### src/rtl/pingpong_pkg.sv
// pingpong_pkg: shared event kinds, direction encoding and event record widths
package pingpong_pkg;
    localparam logic [1:0] EV_TOP    = 2'b01;
    localparam logic [1:0] EV_BOTTOM = 2'b10;
    localparam logic [0:0] RISING    = 1'b0;
    localparam logic [0:0] FALLING   = 1'b1;
    localparam int EV_KIND_W  = 2;
    localparam int EV_VALUE_W = 32;
    localparam int EV_INDEX_W = 16;
    localparam int EV_TIME_W  = 32;
    localparam int EV_BASE_W  = EV_KIND_W + EV_VALUE_W + EV_INDEX_W;
endpackage

### src/rtl/pingpong_event_fifo.sv
// pingpong_event_fifo: synchronous FIFO with registered head, valid/ready pop and push-accept
module pingpong_event_fifo #(
    parameter int WIDTH = 8,
    parameter int DEPTH = 4
) (
    input  logic             clk,
    input  logic             rst,
    input  logic             push,
    input  logic [WIDTH-1:0] push_data,
    input  logic             pop_ready,
    output logic             head_valid,
    output logic [WIDTH-1:0] head_data,
    output logic             push_accept,
    output logic             full
);
    localparam int AW = $clog2(DEPTH);
    logic [WIDTH-1:0] mem [DEPTH];
    logic [AW-1:0] wr_ptr, rd_ptr;
    logic [AW:0] count;
    logic do_push, do_pop;
    assign head_valid  = count != '0;
    assign full        = count == (AW + 1)'(DEPTH);
    assign do_pop      = head_valid && pop_ready;
    assign push_accept = !full || do_pop;
    assign do_push     = push && push_accept;
    assign head_data   = head_valid ? mem[rd_ptr] : '0;
    // storage: when full with a pop, the freed head slot becomes the new tail
    always_ff @(posedge clk) begin
        if (do_push) mem[wr_ptr] <= push_data;
    end
    // pointers and occupancy
    always_ff @(posedge clk) begin
        if (rst) begin
            wr_ptr <= '0;
            rd_ptr <= '0;
            count  <= '0;
        end else begin
            if (do_push) wr_ptr <= wr_ptr + 1'b1;
            if (do_pop) rd_ptr <= rd_ptr + 1'b1;
            count <= count + (AW + 1)'(do_push) - (AW + 1)'(do_pop);
        end
    end
endmodule

### src/rtl/pingpong_bounce_monitor.sv
// pingpong_bounce_monitor: detects threshold reversals and queues events; PINGPONG_MON_TIMESTAMP_EN adds cycle stamps
module pingpong_bounce_monitor
    import pingpong_pkg::*;
#(
    parameter logic signed [31:0] MAX_THRESHOLD = 32'sd100,
    parameter logic signed [31:0] MIN_THRESHOLD = 32'sd0,
    parameter int                 FIFO_DEPTH    = 4
) (
    input  logic               clk,
    input  logic               rst,
    input  logic signed [31:0] sample_value,
    input  logic               sample_en,
    output logic               event_valid,
    input  logic               event_ready,
    output logic [1:0]         event_kind,
    output logic [31:0]        event_value,
    output logic [15:0]        event_index,
    output logic [31:0]        event_time,
    output logic               direction,
    output logic [15:0]        bounce_count,
    output logic [7:0]         drop_count,
    output logic               overflow
);
`ifdef PINGPONG_MON_TIMESTAMP_EN
    localparam int REC_W = EV_BASE_W + EV_TIME_W;
    logic [31:0] cycle_cnt;
`else
    localparam int REC_W = EV_BASE_W;
`endif
    logic hit_top, hit_bot, create, pop, push_accept, fifo_full, drop;
    logic [15:0] next_count;
    logic [REC_W-1:0] push_rec, head_rec;
    assign hit_top    = sample_en && direction == RISING && sample_value > MAX_THRESHOLD;
    assign hit_bot    = sample_en && direction == FALLING && sample_value < MIN_THRESHOLD;
    assign create     = hit_top || hit_bot;
    assign next_count = bounce_count + 16'd1;
    assign pop        = event_valid && event_ready;
    assign drop       = create && !push_accept && fifo_full;
`ifdef PINGPONG_MON_TIMESTAMP_EN
    assign push_rec   = {hit_top ? EV_TOP : EV_BOTTOM, sample_value, next_count, cycle_cnt};
    assign event_time = head_rec[EV_TIME_W-1:0];
    // free-running stamp source
    always_ff @(posedge clk) begin
        if (rst) cycle_cnt <= '0;
        else cycle_cnt <= cycle_cnt + 32'd1;
    end
`else
    assign push_rec   = {hit_top ? EV_TOP : EV_BOTTOM, sample_value, next_count};
    assign event_time = '0;
`endif
    assign event_kind  = head_rec[REC_W-1 -: EV_KIND_W];
    assign event_value = head_rec[REC_W-EV_KIND_W-1 -: EV_VALUE_W];
    assign event_index = head_rec[REC_W-EV_KIND_W-EV_VALUE_W-1 -: EV_INDEX_W];

    pingpong_event_fifo #(.WIDTH(REC_W), .DEPTH(FIFO_DEPTH)) u_fifo (
        .clk         (clk),
        .rst         (rst),
        .push        (create),
        .push_data   (push_rec),
        .pop_ready   (event_ready),
        .head_valid  (event_valid),
        .head_data   (head_rec),
        .push_accept (push_accept),
        .full        (fifo_full)
    );

    // direction FSM, bounce counter and drop accounting; dropped events still advance the FSM
    always_ff @(posedge clk) begin
        if (rst) begin
            direction    <= RISING;
            bounce_count <= '0;
            drop_count   <= '0;
            overflow     <= 1'b0;
        end else if (create) begin
            direction    <= ~direction;
            bounce_count <= next_count;
            if (drop) begin
                drop_count <= (drop_count == 8'hFF) ? drop_count : drop_count + 8'd1;
                overflow   <= 1'b1;
            end
        end
    end
endmodule

### config.mk
export PLATFORM = sky130hd
export DESIGN_NAME = pingpong_bounce_monitor
export DESIGN_NICKNAME = d
export VERILOG_FILES = /design/src/rtl/pingpong_pkg.sv /design/src/rtl/pingpong_event_fifo.sv /design/src/rtl/pingpong_bounce_monitor.sv
export SDC_FILE = /design/constraint.sdc
export NUM_CORES = 1
export LEC_CHECK = 0
export BUFFER_PORTS_ARGS = -buffer_cell sky130_fd_sc_hd__buf_2
export CAP_MARGIN = 20
export CORE_ASPECT_RATIO = 0.9
export CORE_MARGIN = 2
export CORE_UTILIZATION = 60
export CTS_CLUSTER_DIAMETER = 30
export DETAILED_ROUTE_END_ITERATION = 10
export PLACE_DENSITY = 0.9
export SLEW_MARGIN = 20
export SYNTH_ARGS = -nofsm -noshare
export SYNTH_HDL_FRONTEND = slang
export SYNTH_HIERARCHICAL = 1
export SYNTH_SLANG_ARGS = --single-unit
### constraint.sdc
create_clock -name clk -period 9.1 [get_ports clk]
set_clock_uncertainty 0.2 [all_clocks]
set_input_delay 0.455 -clock clk [delete_from_list [all_inputs] [get_ports clk]]
set_output_delay 0.455 -clock clk [all_outputs]
set_load 0.01 [all_outputs]
* Word level (Yosys, flattened, before mapping) *
Memories as Yosys holds them, arrays and structs flattened. A register that Yosys moved wholly into a read port is not among the register bits.
Cells that the tools add are included.

storage, ports and cells
  RAM bits = 200
  memories kept = 1
  input bits = 36
  flip-flop bits (word level) = 33
  output and inout bits = 109

cells by class
  bitwise gates (word level) = 2
  $lt $le $gt $ge = 2
  reduce and logical (&&, ||, !) cells = 15
  equal/unequal tests = 2
  $add $sub $neg = 6
  mux-type cells = 6

memory list
  memory      depth  width  read ports  clocked after memory_dff  write ports  RTL line                   text
  u_fifo.mem  4      50     1           1                         1            pingpong_event_fifo.sv:17  logic [WIDTH-1:0] mem [DEPTH];

operators with widths
  kind                                                 number
  two-way mux 50 bit                                   1
  > comparator 32 x 8 -> 1 bit, second input constant  1
  < comparator 32 x 1 -> 1 bit, second input constant  1
  adder 16 x 1 -> 16 bit, second input constant        1
  adder 8 x 1 -> 8 bit, second input constant          1
  equality test 8 bit, second input constant           1
  logical AND 1 bit                                    8
  two-way mux 2 bit                                    3
  adder 2 x 1 -> 2 bit, second input constant          2
  adder 3 x 1 -> 3 bit                                 1
  equality test 3 bit, second input constant           1
  AND reduction 3 bit                                  1
  nonzero test 3 bit                                   1
  subtractor 3 x 1 -> 3 bit                            1
  logical NOT 1 bit                                    2
  logical OR 1 bit                                     2
  two-way mux 1 bit                                    2
  inverter 1 bit                                       2
  AND reduction 2 bit                                  1

* Logic depth before layout (Yosys ltp) *
Gate-level depths: netlist of the first run.

  word-level depth = 7
  mapped depth = 12

* Hierarchy *
The synthesis of the first run kept the hierarchy.

by module, submodules not included
  module                   times used  cells an instance  area an instance (µm²)
  pingpong_event_fifo      1           370                8,187.9
  pingpong_bounce_monitor  1           217                1,694.1

* Least setup slack after synthesis of the first run *
Ideal clock, no wire load.

  path kind = input -> register
  from = input sample_value[0]
  to = memory u_fifo/mem[0][0] in the netlist's numbering (enable)
  data arrival time = 2,566 ps
  buffers on the path = 0
  setup time = 413 ps
  required time = 8,487 ps
  stages = 6
  setup slack = 5,921 ps
  cell sequence = o21ai_0 a21oi_1 o41ai_2 inv_2 a21boi_2 and2_1

between the ends
  word-level cells in the longest chain between the ends = 6
  elaborated cells between the ends (all ways) = 8

ends and longest elaborated chain
  item                                                                                 RTL line                                                      text
  start: declaration                                                                   pingpong_bounce_monitor.sv:11                                 input logic signed [31:0] sample_value,
  > comparator 32 x 8 -> 1 bit / < comparator 32 x 1 -> 1 bit (equally long branches)  pingpong_bounce_monitor.sv:33, pingpong_bounce_monitor.sv:34
  logical AND 1 bit (on tied branches)                                                 pingpong_bounce_monitor.sv:33, pingpong_bounce_monitor.sv:34
  logical OR 1 bit *                                                                   pingpong_bounce_monitor.sv:35                                 assign create = hit_top || hit_bot;
  net create                                                                           pingpong_bounce_monitor.sv:30                                 logic hit_top, hit_bot, create, pop, push_accept, fifo_full, drop;
  logical AND 1 bit *                                                                  pingpong_event_fifo.sv:25                                     assign do_push = push && push_accept;
  two-way mux 1 bit *                                                                  pingpong_event_fifo.sv:29                                     if (do_push) mem[wr_ptr] <= push_data;
  two-way mux 1 bit (implied by the code) *                                            pingpong_event_fifo.sv:29
  end: declaration                                                                     pingpong_event_fifo.sv:17

The timed path passes the listed nets; every way through them passes the cells marked *.

* Worst setup path in the final report of the first run *
  from = input sample_value[10]
  to = register u_fifo.count[2]

between the ends
  word-level cells in the longest chain between the ends = 6
  elaborated cells between the ends (all ways) = 8

ends and longest elaborated chain
  item                                                                                 RTL line                                                      text
  > comparator 32 x 8 -> 1 bit / < comparator 32 x 1 -> 1 bit (equally long branches)  pingpong_bounce_monitor.sv:33, pingpong_bounce_monitor.sv:34
  logical AND 1 bit (on tied branches)                                                 pingpong_bounce_monitor.sv:33, pingpong_bounce_monitor.sv:34
  logical OR 1 bit *                                                                   pingpong_bounce_monitor.sv:35
  net create                                                                           pingpong_bounce_monitor.sv:30
  logical AND 1 bit *                                                                  pingpong_event_fifo.sv:25
  adder 3 x 1 -> 3 bit *                                                               pingpong_event_fifo.sv:40                                     count <= count + (AW + 1)'(do_push) - (AW + 1)'(do_pop);
  subtractor 3 x 1 -> 3 bit *                                                          pingpong_event_fifo.sv:40
  end signal: assignment                                                               pingpong_event_fifo.sv:40
  end: declaration                                                                     pingpong_event_fifo.sv:19                                     logic [AW:0] count;

Marks and branches as above.
A chain may end at the register's enable or synchronous reset.

==> flow_results.xml, run 1 <==
<?xml version="1.0" encoding="UTF-8"?>
<metrics>
  <group name="status">
    <metric name="outcome" unit="">complete, no violations</metric>
  </group>
  <group name="final_layout">
    <metric name="post_route_cells_drive_above_1_share" unit="">0.3261</metric>
    <metric name="instances_no_fill" unit="">986</metric>
    <metric name="area_growth" unit="%">21.32</metric>
    <metric name="finalNetCount" unit="">795</metric>
    <metric name="insertedDiodeCount" unit="">0</metric>
    <metric name="postLayoutCoreUtil" unit="">0.7433</metric>
    <metric name="final_area" unit="um^2">11990</metric>
    <metric name="final-seq-area" unit="um^2">6711</metric>
    <metric name="fill_count" unit="">898</metric>
    <metric name="multi_input_area" unit="um^2">2813</metric>
  </group>
  <group name="route">
    <metric name="route.vias.total" unit="">5668</metric>
    <metric name="first_iter_violations" unit="">438</metric>
    <metric name="met2_length" unit="um">11230</metric>
    <metric name="drc_errors" unit="">0</metric>
    <metric name="met3_length" unit="um">1708</metric>
    <metric name="drt.antenna.violating_nets" unit="">0</metric>
    <metric name="routed_via_density" unit="">5.748</metric>
    <metric name="routed_wire_length_per_instance" unit="um">21.89</metric>
    <metric name="drt_pass1_iterations" unit="">5</metric>
    <metric name="routed.top_layer" unit="">met4</metric>
    <metric name="drt-met1-wl" unit="um">8260</metric>
    <metric name="totalWireLength" unit="um">21580</metric>
  </group>
  <group name="grt">
    <metric name="gr-total-overflow" unit="">0</metric>
    <metric name="gr-usage-all-layers" unit="">0.2473</metric>
    <metric name="vias_in_the_first_global_route" unit="">5934</metric>
    <metric name="number_of_antenna_violations_at_the_first_check_in_global_routing" unit="">1</metric>
    <metric name="grt_start_max_net_pins" unit="">54</metric>
    <metric name="grt_pass1_wl" unit="um">32980</metric>
  </group>
  <group name="power">
    <metric name="flop_pwr_share" unit="">0.377</metric>
    <metric name="p_int" unit="uW">2479</metric>
    <metric name="ir_drop" unit="uV">220.1</metric>
    <metric name="net-switching-power" unit="uW">943.8</metric>
    <metric name="combinationalPowerShare" unit="">0.221</metric>
    <metric name="leakage" unit="uW">0.004416</metric>
    <metric name="power.density" unit="nW/um^2">285.5</metric>
    <metric name="power_frac_clock" unit="">0.402</metric>
    <metric name="netSwitchingFraction" unit="">0.2757</metric>
  </group>
  <group name="critical_path">
    <metric name="setup.worst_path.start_class" unit="">input pin</metric>
    <metric name="worstRegToRegCells" unit="">13</metric>
    <metric name="crit-reg2reg-capture" unit="">u_fifo/count[2]$_SDFF_PP0_</metric>
    <metric name="timing.critical_path.required" unit="ns">9.31</metric>
    <metric name="critPathKind" unit="">input pin to flop</metric>
    <metric name="rrSetupSlack" unit="ns">5.78</metric>
    <metric name="crit_arrival" unit="ns">4.10</metric>
    <metric name="cpMaxStageDelayCell" unit="">dlygate4sd3_1</metric>
    <metric name="worst_r2r_startpoint" unit="">direction$_SDFFE_PP0P_</metric>
    <metric name="cp_max_fo" unit="">16</metric>
    <metric name="crit_chain" unit="">dlygate4sd3_1 &gt; buf_2 &gt; nor4_1 &gt; nand3_1 &gt; o41ai_2 &gt; buf_4 &gt; inv_2 &gt; nor2_1 &gt; nand3b_1 &gt; ha_1 &gt; inv_1 &gt; fa_1 &gt; xor2_1 &gt; and2_1 &gt; nor3_1</metric>
    <metric name="cp_top_family" unit="">simple AND/OR/NAND/NOR gates</metric>
    <metric name="worstSetupEndpointType" unit="">flop</metric>
    <metric name="cp_num_buf_inv" unit="">5</metric>
    <metric name="critical_path.max_stage_delay" unit="ns">0.53</metric>
  </group>
  <group name="floorplan">
    <metric name="core_area" unit="um^2">16130</metric>
    <metric name="floorplan.rows" unit="">44</metric>
    <metric name="die_h" unit="um">125.8</metric>
    <metric name="die_x" unit="um">139.3</metric>
    <metric name="die_area" unit="um^2">17510</metric>
    <metric name="initial_core_util" unit="">0.6126</metric>
    <metric name="io-pin-count" unit="">145</metric>
  </group>
  <group name="yosys">
    <metric name="synth_async_sr_flop_share" unit="">0</metric>
    <metric name="synth-seq-cells" unit="">235</metric>
    <metric name="sequential_area_share_after_synthesis" unit="">0.6787</metric>
    <metric name="synth_top_area_frac" unit="">0.6077</metric>
    <metric name="post-synth-top-area-cell" unit="">edfxtp_1</metric>
    <metric name="post_synth_num_cell_types" unit="">46</metric>
    <metric name="netlist_area" unit="um^2">9882</metric>
    <metric name="synth_top_cells_by_area" unit="">edfxtp_1 (61%), mux4_2 (11%), dfxtp_1 (7.1%), nor2b_1 (2.7%), buf_4 (2.4%)</metric>
    <metric name="synthesis.area_per_instance" unit="um^2">16.83</metric>
    <metric name="netlist_instances" unit="">587</metric>
    <metric name="synth-edff-count" unit="">200</metric>
    <metric name="synthesis.yosys.warnings" unit="">6</metric>
    <metric name="ys_dominant_reg_cell" unit="">edfxtp_1</metric>
  </group>
  <group name="cts">
    <metric name="clock_latency" unit="ns">0.51</metric>
    <metric name="post_cts_buffers" unit="">0</metric>
    <metric name="clockBufferDepth" unit="">3</metric>
    <metric name="root_buffer" unit="">clkbuf_16</metric>
    <metric name="ctsHtreeMaxLevel" unit="">2</metric>
    <metric name="inserted_clock_buffers" unit="">37</metric>
    <metric name="cts_resized" unit="">0</metric>
    <metric name="cts_hold_repair.buffers" unit="">30</metric>
    <metric name="numClockSinks" unit="">235</metric>
    <metric name="clock_tree_from_tritoncts" unit="">built</metric>
    <metric name="clk_pin_slew_worst_paths" unit="ns">0.06</metric>
  </group>
  <group name="placed_design">
    <metric name="dp_worst_setup_slack" unit="ns">5.291</metric>
    <metric name="dp_cells" unit="">888</metric>
    <metric name="detailed_place_hpwl" unit="um">11990</metric>
    <metric name="gp_congestion" unit="">0.8680</metric>
    <metric name="port_buffers" unit="">112</metric>
    <metric name="postPlaceCellArea" unit="um^2">10440</metric>
  </group>
  <group name="timing">
    <metric name="timing.setup.tns" unit="ns">0</metric>
    <metric name="fmax" unit="MHz">256.9</metric>
    <metric name="setup_viol" unit="">0</metric>
    <metric name="timing_max_transition_violations_final" unit="">0</metric>
    <metric name="maxSlewHeadroom" unit="">0.4887</metric>
    <metric name="grt_setup_unrepaired" unit="">no</metric>
    <metric name="finalWorstPathRequiredPeriod" unit="ns">3.893</metric>
    <metric name="finalWorstSetupSlack" unit="ns">5.207</metric>
    <metric name="worstMarginPinSlew" unit="ns">0.7669</metric>
    <metric name="hold_viol_final" unit="">0</metric>
    <metric name="finalCritPeriodShare" unit="">0.4278</metric>
  </group>
  <group name="min_path">
    <metric name="hp-start" unit="">sample_value[6]</metric>
    <metric name="holdPathEnd" unit="">u_fifo/mem[2][22]$_DFFE_PP_</metric>
    <metric name="hp-class" unit="">input pin to flop</metric>
    <metric name="holdPathStages" unit="">1</metric>
  </group>
  <group name="flow_run">
    <metric name="timing.max_cap.violations" unit="">0</metric>
  </group>
</metrics>
-- metrics by stage --
stage	total power, uW	hold WS [ns]
2_1_floorplan	1856	0.2591
3_3_place_gp	2020	0.2585
3_5_place_dp	2039	0.2774
4_1_cts	3432	0.001342
5_1_grt	3549	0.01473
6_report	3423	0.01275
-- logic make-up after synthesis --
family / count (synthesis) / share of synthesized area
other: 1 / 0.0003795
muxes: 53 / 0.1176
buffers and inverters: 68 / 0.04900
and+or+nand+nor: 165 / 0.1005
AOI/OAI and AO/OA: 29 / 0.01811
DFF: 235 / 0.6787
adders and majority gates: 8 / 0.01089
xor gates and xnor gates: 28 / 0.02482
-- worst max-delay path by stage --
stage	start	end	slack (ns)	cells past startpoint
after floorplan	sample_value[0]	u_fifo/mem[0][0]$_DFFE_PP_	5.92	6
after global placement	sample_value[10]	u_fifo/count[2]$_SDFF_PP0_	5.58	14
after detailed placement	sample_value[10]	u_fifo/count[2]$_SDFF_PP0_	5.29	14
after CTS	sample_value[10]	u_fifo/count[2]$_SDFF_PP0_	5.22	15
after global routing	sample_value[10]	u_fifo/count[2]$_SDFF_PP0_	4.98	15
final	sample_value[10]	u_fifo/count[2]$_SDFF_PP0_	5.21	15
-- layout by cell type (no fill, tap or decap), types with 4 or more instances in the layout --
master,count
edfxtp_1,200
buf_2,112
mux4_2,50
nor2b_1,43
clkbuf_16,37
dfxtp_1,33
conb_1,32
dlygate4sd3_1,30
nor2_1,29
nand2_1,25
xor2_1,17
a21oi_1,13
nand3_1,11
xnor2_1,11
inv_1,11
o21ai_0,9
clkbuf_1,9
nor2b_4,9
or3_1,7
ha_1,7
buf_4,7
nor3_1,6
nor4_1,6
and2_1,5
nand4_1,4
and3_1,4
clkinv_2,4
bufinv_16,4
and2_2,4
-- Yosys cell counts (all sizes together) (2+ instances only) --
cell	number
nor4	7
dfxtp	35
nand3	11
edfxtp	200
nor2	29
ha	7
a221oi	2
and2	9
o21ai	9
nand2b	2
and3	4
mux4	50
nor2b	52
xor2	17
buf	52
a21oi	13
nor3	7
nand2	25
inv	12
mux2	2
nand4	4
o31ai	2
or3	7
clkbuf	4
xnor2	11
nand4b	3
-- power groups by stage --
stage	clock, uW	sequential [uW]	combinational (uW)
finish	1380	1290	755
global route	1440	1300	810
CTS	1390	1320	719
detailed placement	0	1340	700
global placement	0	1330	688
floorplan	0	1260	592
-- state kept, by name, indices dropped and copies added, names as in the netlist, named ones only --
register / cells
bounce_count: 16
direction: 1
drop_count: 8
overflow: 1
u_fifo/count: 3
u_fifo/mem: 200
u_fifo/rd_ptr: 2
u_fifo/wr_ptr: 2
-- worst register-to-register path, stage by stage (launching register included) --
cell and delay, ns:
dfxtp_1 0.46, xnor2_1 0.19, and2_1 0.18, o41ai_2 0.08
buf_4 0.20, inv_2 0.19, or3b_2 0.47, nand3b_1 0.13
ha_1 0.18, inv_1 0.06, fa_1 0.38, xor2_1 0.16
and2_1 0.18, nor3_1 0.17
-- per-layer routing --
metal / track usage / vias to the layer above
met1: 0.3071 / 2824
met3: 0.05513 / 36
met2: 0.4345 / 313
met5: 0 / -
met4: 0.08318 / 0
li1: - / 2495
-- layout make-up --
class	count	area share
clock inverter	18	0.01889
multi-input combinational	315	0.2346
timing repair buffer	150	0.07785
tap	207	0.02160
sequential	235	0.5598
clock buffer	49	0.08349
inverter	12	0.003757
Note: power is estimated with default switching activity, not from simulation.
==> inputs of run 2 (changes only) <==
--- a/config.mk
+++ b/config.mk
@@ -9,10 +9,10 @@
 export CAP_MARGIN = 20
 export CORE_ASPECT_RATIO = 0.9
 export CORE_MARGIN = 2
-export CORE_UTILIZATION = 60
+export CORE_UTILIZATION = 51
 export CTS_CLUSTER_DIAMETER = 30
 export DETAILED_ROUTE_END_ITERATION = 10
-export PLACE_DENSITY = 0.9
+export PLACE_DENSITY = 0.82
 export SLEW_MARGIN = 20
 export SYNTH_ARGS = -nofsm -noshare
 export SYNTH_HDL_FRONTEND = slang
==> constraint.sdc (replaced) <==
create_clock -name clk -period 3.5 [get_ports clk]
set_clock_uncertainty 0.2 [all_clocks]
set_input_delay 0.175 -clock clk [delete_from_list [all_inputs] [get_ports clk]]
set_output_delay 0.175 -clock clk [all_outputs]
set_load 0.01 [all_outputs]
==> flow_results.xml, run 2 (synthesis gave the netlist of run 1 again) <==
<?xml version="1.0" encoding="UTF-8"?>
<metrics>
  <group name="power">
    <metric name="ir_drop" unit="uV">389.8</metric>
    <metric name="leakage" unit="uW">0.004527</metric>
    <metric name="flop_pwr_share" unit="">0.359</metric>
    <metric name="netSwitchingFraction" unit="">0.2689</metric>
    <metric name="net-switching-power" unit="uW">2502</metric>
    <metric name="combinationalPowerShare" unit="">0.216</metric>
    <metric name="p_int" unit="uW">6805</metric>
    <metric name="power_frac_clock" unit="">0.426</metric>
    <metric name="power.density" unit="nW/um^2">754.5</metric>
  </group>
  <group name="floorplan">
    <metric name="floorplan.rows" unit="">48</metric>
    <metric name="io-pin-count" unit="">145</metric>
    <metric name="die_h" unit="um">136.1</metric>
    <metric name="core_area" unit="um^2">19100</metric>
    <metric name="die_area" unit="um^2">20510</metric>
    <metric name="die_x" unit="um">150.7</metric>
    <metric name="initial_core_util" unit="">0.5174</metric>
  </group>
  <group name="final_layout">
    <metric name="postLayoutCoreUtil" unit="">0.6459</metric>
    <metric name="final_cell_mix" unit="">edfxtp_1 (200), buf_2 (112), mux4_2 (50)</metric>
    <metric name="instances_no_fill" unit="">1038</metric>
    <metric name="largest_register_ff_count" unit="">200</metric>
    <metric name="max_flop_register" unit="">u_fifo/mem</metric>
    <metric name="top_registers" unit="">u_fifo/mem x200, bounce_count x16, drop_count x8</metric>
    <metric name="layout_commonest_cell" unit="">edfxtp_1</metric>
    <metric name="finalNetCount" unit="">802</metric>
    <metric name="fill_count" unit="">1297</metric>
    <metric name="area_growth" unit="%">24.83</metric>
    <metric name="post_route_cells_drive_above_1_share" unit="">0.3316</metric>
  </group>
  <group name="status">
    <metric name="outcome" unit="">complete, no violations</metric>
  </group>
  <group name="min_path">
    <metric name="hp-class" unit="">input pin to flop</metric>
    <metric name="holdPathStages" unit="">2</metric>
  </group>
  <group name="cts">
    <metric name="clock_tree_from_tritoncts" unit="">built</metric>
    <metric name="inserted_clock_buffers" unit="">38</metric>
    <metric name="clock_latency" unit="ns">0.50</metric>
    <metric name="root_buffer" unit="">clkbuf_16</metric>
    <metric name="ctsHtreeMaxLevel" unit="">2</metric>
    <metric name="clockBufferDepth" unit="">3</metric>
    <metric name="numClockSinks" unit="">235</metric>
    <metric name="clk_pin_slew_worst_paths" unit="ns">0.05</metric>
  </group>
  <group name="critical_path">
    <metric name="setup.worst_path.start_class" unit="">input pin</metric>
    <metric name="critPathKind" unit="">input pin to flop</metric>
    <metric name="crit_arrival" unit="ns">3.47</metric>
    <metric name="worstRegToRegCells" unit="">12</metric>
    <metric name="worstSetupEndpointType" unit="">flop</metric>
    <metric name="cp_max_fo" unit="">12</metric>
    <metric name="timing.critical_path.required" unit="ns">3.72</metric>
  </group>
  <group name="route">
    <metric name="drt.antenna.violating_nets" unit="">0</metric>
    <metric name="first_iter_violations" unit="">291</metric>
    <metric name="totalWireLength" unit="um">20700</metric>
    <metric name="route.vias.total" unit="">5549</metric>
    <metric name="routed_wire_length_per_instance" unit="um">19.94</metric>
    <metric name="drt_pass1_iterations" unit="">4</metric>
    <metric name="drc_errors" unit="">0</metric>
    <metric name="routed_via_density" unit="">5.346</metric>
  </group>
  <group name="timing">
    <metric name="setup_viol" unit="">0</metric>
    <metric name="timing.setup.tns" unit="ns">0</metric>
    <metric name="worstMarginPinSlew" unit="ns">0.9696</metric>
    <metric name="timing_max_transition_violations_final" unit="">0</metric>
    <metric name="grt_setup_unrepaired" unit="">no</metric>
    <metric name="hold_viol_final" unit="">0</metric>
    <metric name="finalCritPeriodShare" unit="">0.9283</metric>
    <metric name="maxSlewHeadroom" unit="">0.3477</metric>
    <metric name="finalWorstPathRequiredPeriod" unit="ns">3.249</metric>
    <metric name="fmax" unit="MHz">307.8</metric>
    <metric name="hold-worst-slack" unit="ns">0.2339</metric>
    <metric name="finalWorstSetupSlack" unit="ns">0.2510</metric>
  </group>
  <group name="grt">
    <metric name="grt_start_max_net_pins" unit="">54</metric>
    <metric name="gr-usage-all-layers" unit="">0.2056</metric>
    <metric name="vias_in_the_first_global_route" unit="">5884</metric>
    <metric name="grt_pass1_wl" unit="um">31670</metric>
    <metric name="number_of_antenna_violations_at_the_first_check_in_global_routing" unit="">1</metric>
    <metric name="gr-total-overflow" unit="">0</metric>
  </group>
  <group name="placed_design">
    <metric name="detailed_place_hpwl" unit="um">12300</metric>
    <metric name="dp_cells" unit="">932</metric>
    <metric name="gp_congestion" unit="">0.7732</metric>
    <metric name="dp_worst_setup_slack" unit="ns">0.2500</metric>
    <metric name="port_buffers" unit="">112</metric>
  </group>
  <group name="flow_run">
    <metric name="timing.max_cap.violations" unit="">0</metric>
  </group>
</metrics>
==> run 2: through the flow <==
stage,total power [uW],area (um^2)
5_1_grt,9673,12340
3_5_place_dp,5383,10580
3_3_place_gp,5333,10580
6_report,9307,12340
4_1_cts,9388,12310
2_1_floorplan,4825,9998
==> run 2: cell type report <==
class,count,area [um^2],share of cell area
clock buffers,44,1005,0.08145
clock inverters,25,366.6,0.02972
multi-input cells,315,2836,0.2299
flip-flops and latches,235,6711,0.5441
inverters,12,45.04,0.003651
well taps,250,312.8,0.02536
diodes,1,2.502,0.0002029
repair buffers,156,1056,0.08561
==> run 2: power groups by stage <==
stage | combinational, uW | sequential (uW) | clock, uW
after floorplan | 1540 | 3290 | 0
after global placement | 1950 | 3380 | 0
after detailed placement | 1990 | 3400 | 0
after CTS | 2040 | 3340 | 4010
after global routing | 2180 | 3360 | 4130
final | 2010 | 3340 | 3960
==> run 2: per-layer routing <==
metal / track usage / share of wire / routed length, um
met1: 0.2617 / 0.41 / 8468
met2: 0.3576 / 0.51 / 10650
met3: 0.03758 / 0.054 / 1127
met4: 0.07009 / 0.022 / 454
met5: 0 / 0 / 0
==> run 2: repair_timing <==
action | in CTS | in global routing
setup buffers | 0 | 0
hold buffers | 36 | 0
endpoints found under the setup margin | 0 | 1
endpoints found under the hold margin | 135 | 0
resized for setup | 0 | 3
==> run 2: worst max-delay path, cell delays in order <==
cell and delay, ns:
dlygate4sd3_1 0.55, buf_2 0.18, nor4_1 0.37, nand4_1 0.31
o41ai_4 0.34, inv_2 0.17, nor2_1 0.20, nand3b_1 0.14
ha_1 0.14, inv_1 0.05, fa_1 0.38, xor2_1 0.17
and2_1 0.17, nor3_1 0.12
==> run 2: final timing paths <==
check,start,end,slack (ns)
worst min-delay path,sample_value[0],u_fifo/mem[2][16]$_DFFE_PP_,0.23
worst max-delay path,sample_value[31],u_fifo/count[2]$_SDFF_PP0_,0.25
worst max register to register,direction$_SDFFE_PP0P_,u_fifo/count[2]$_SDFF_PP0_,0.44
worst min register to register,overflow$_SDFFE_PP0P_,overflow$_SDFFE_PP0P_,0.29
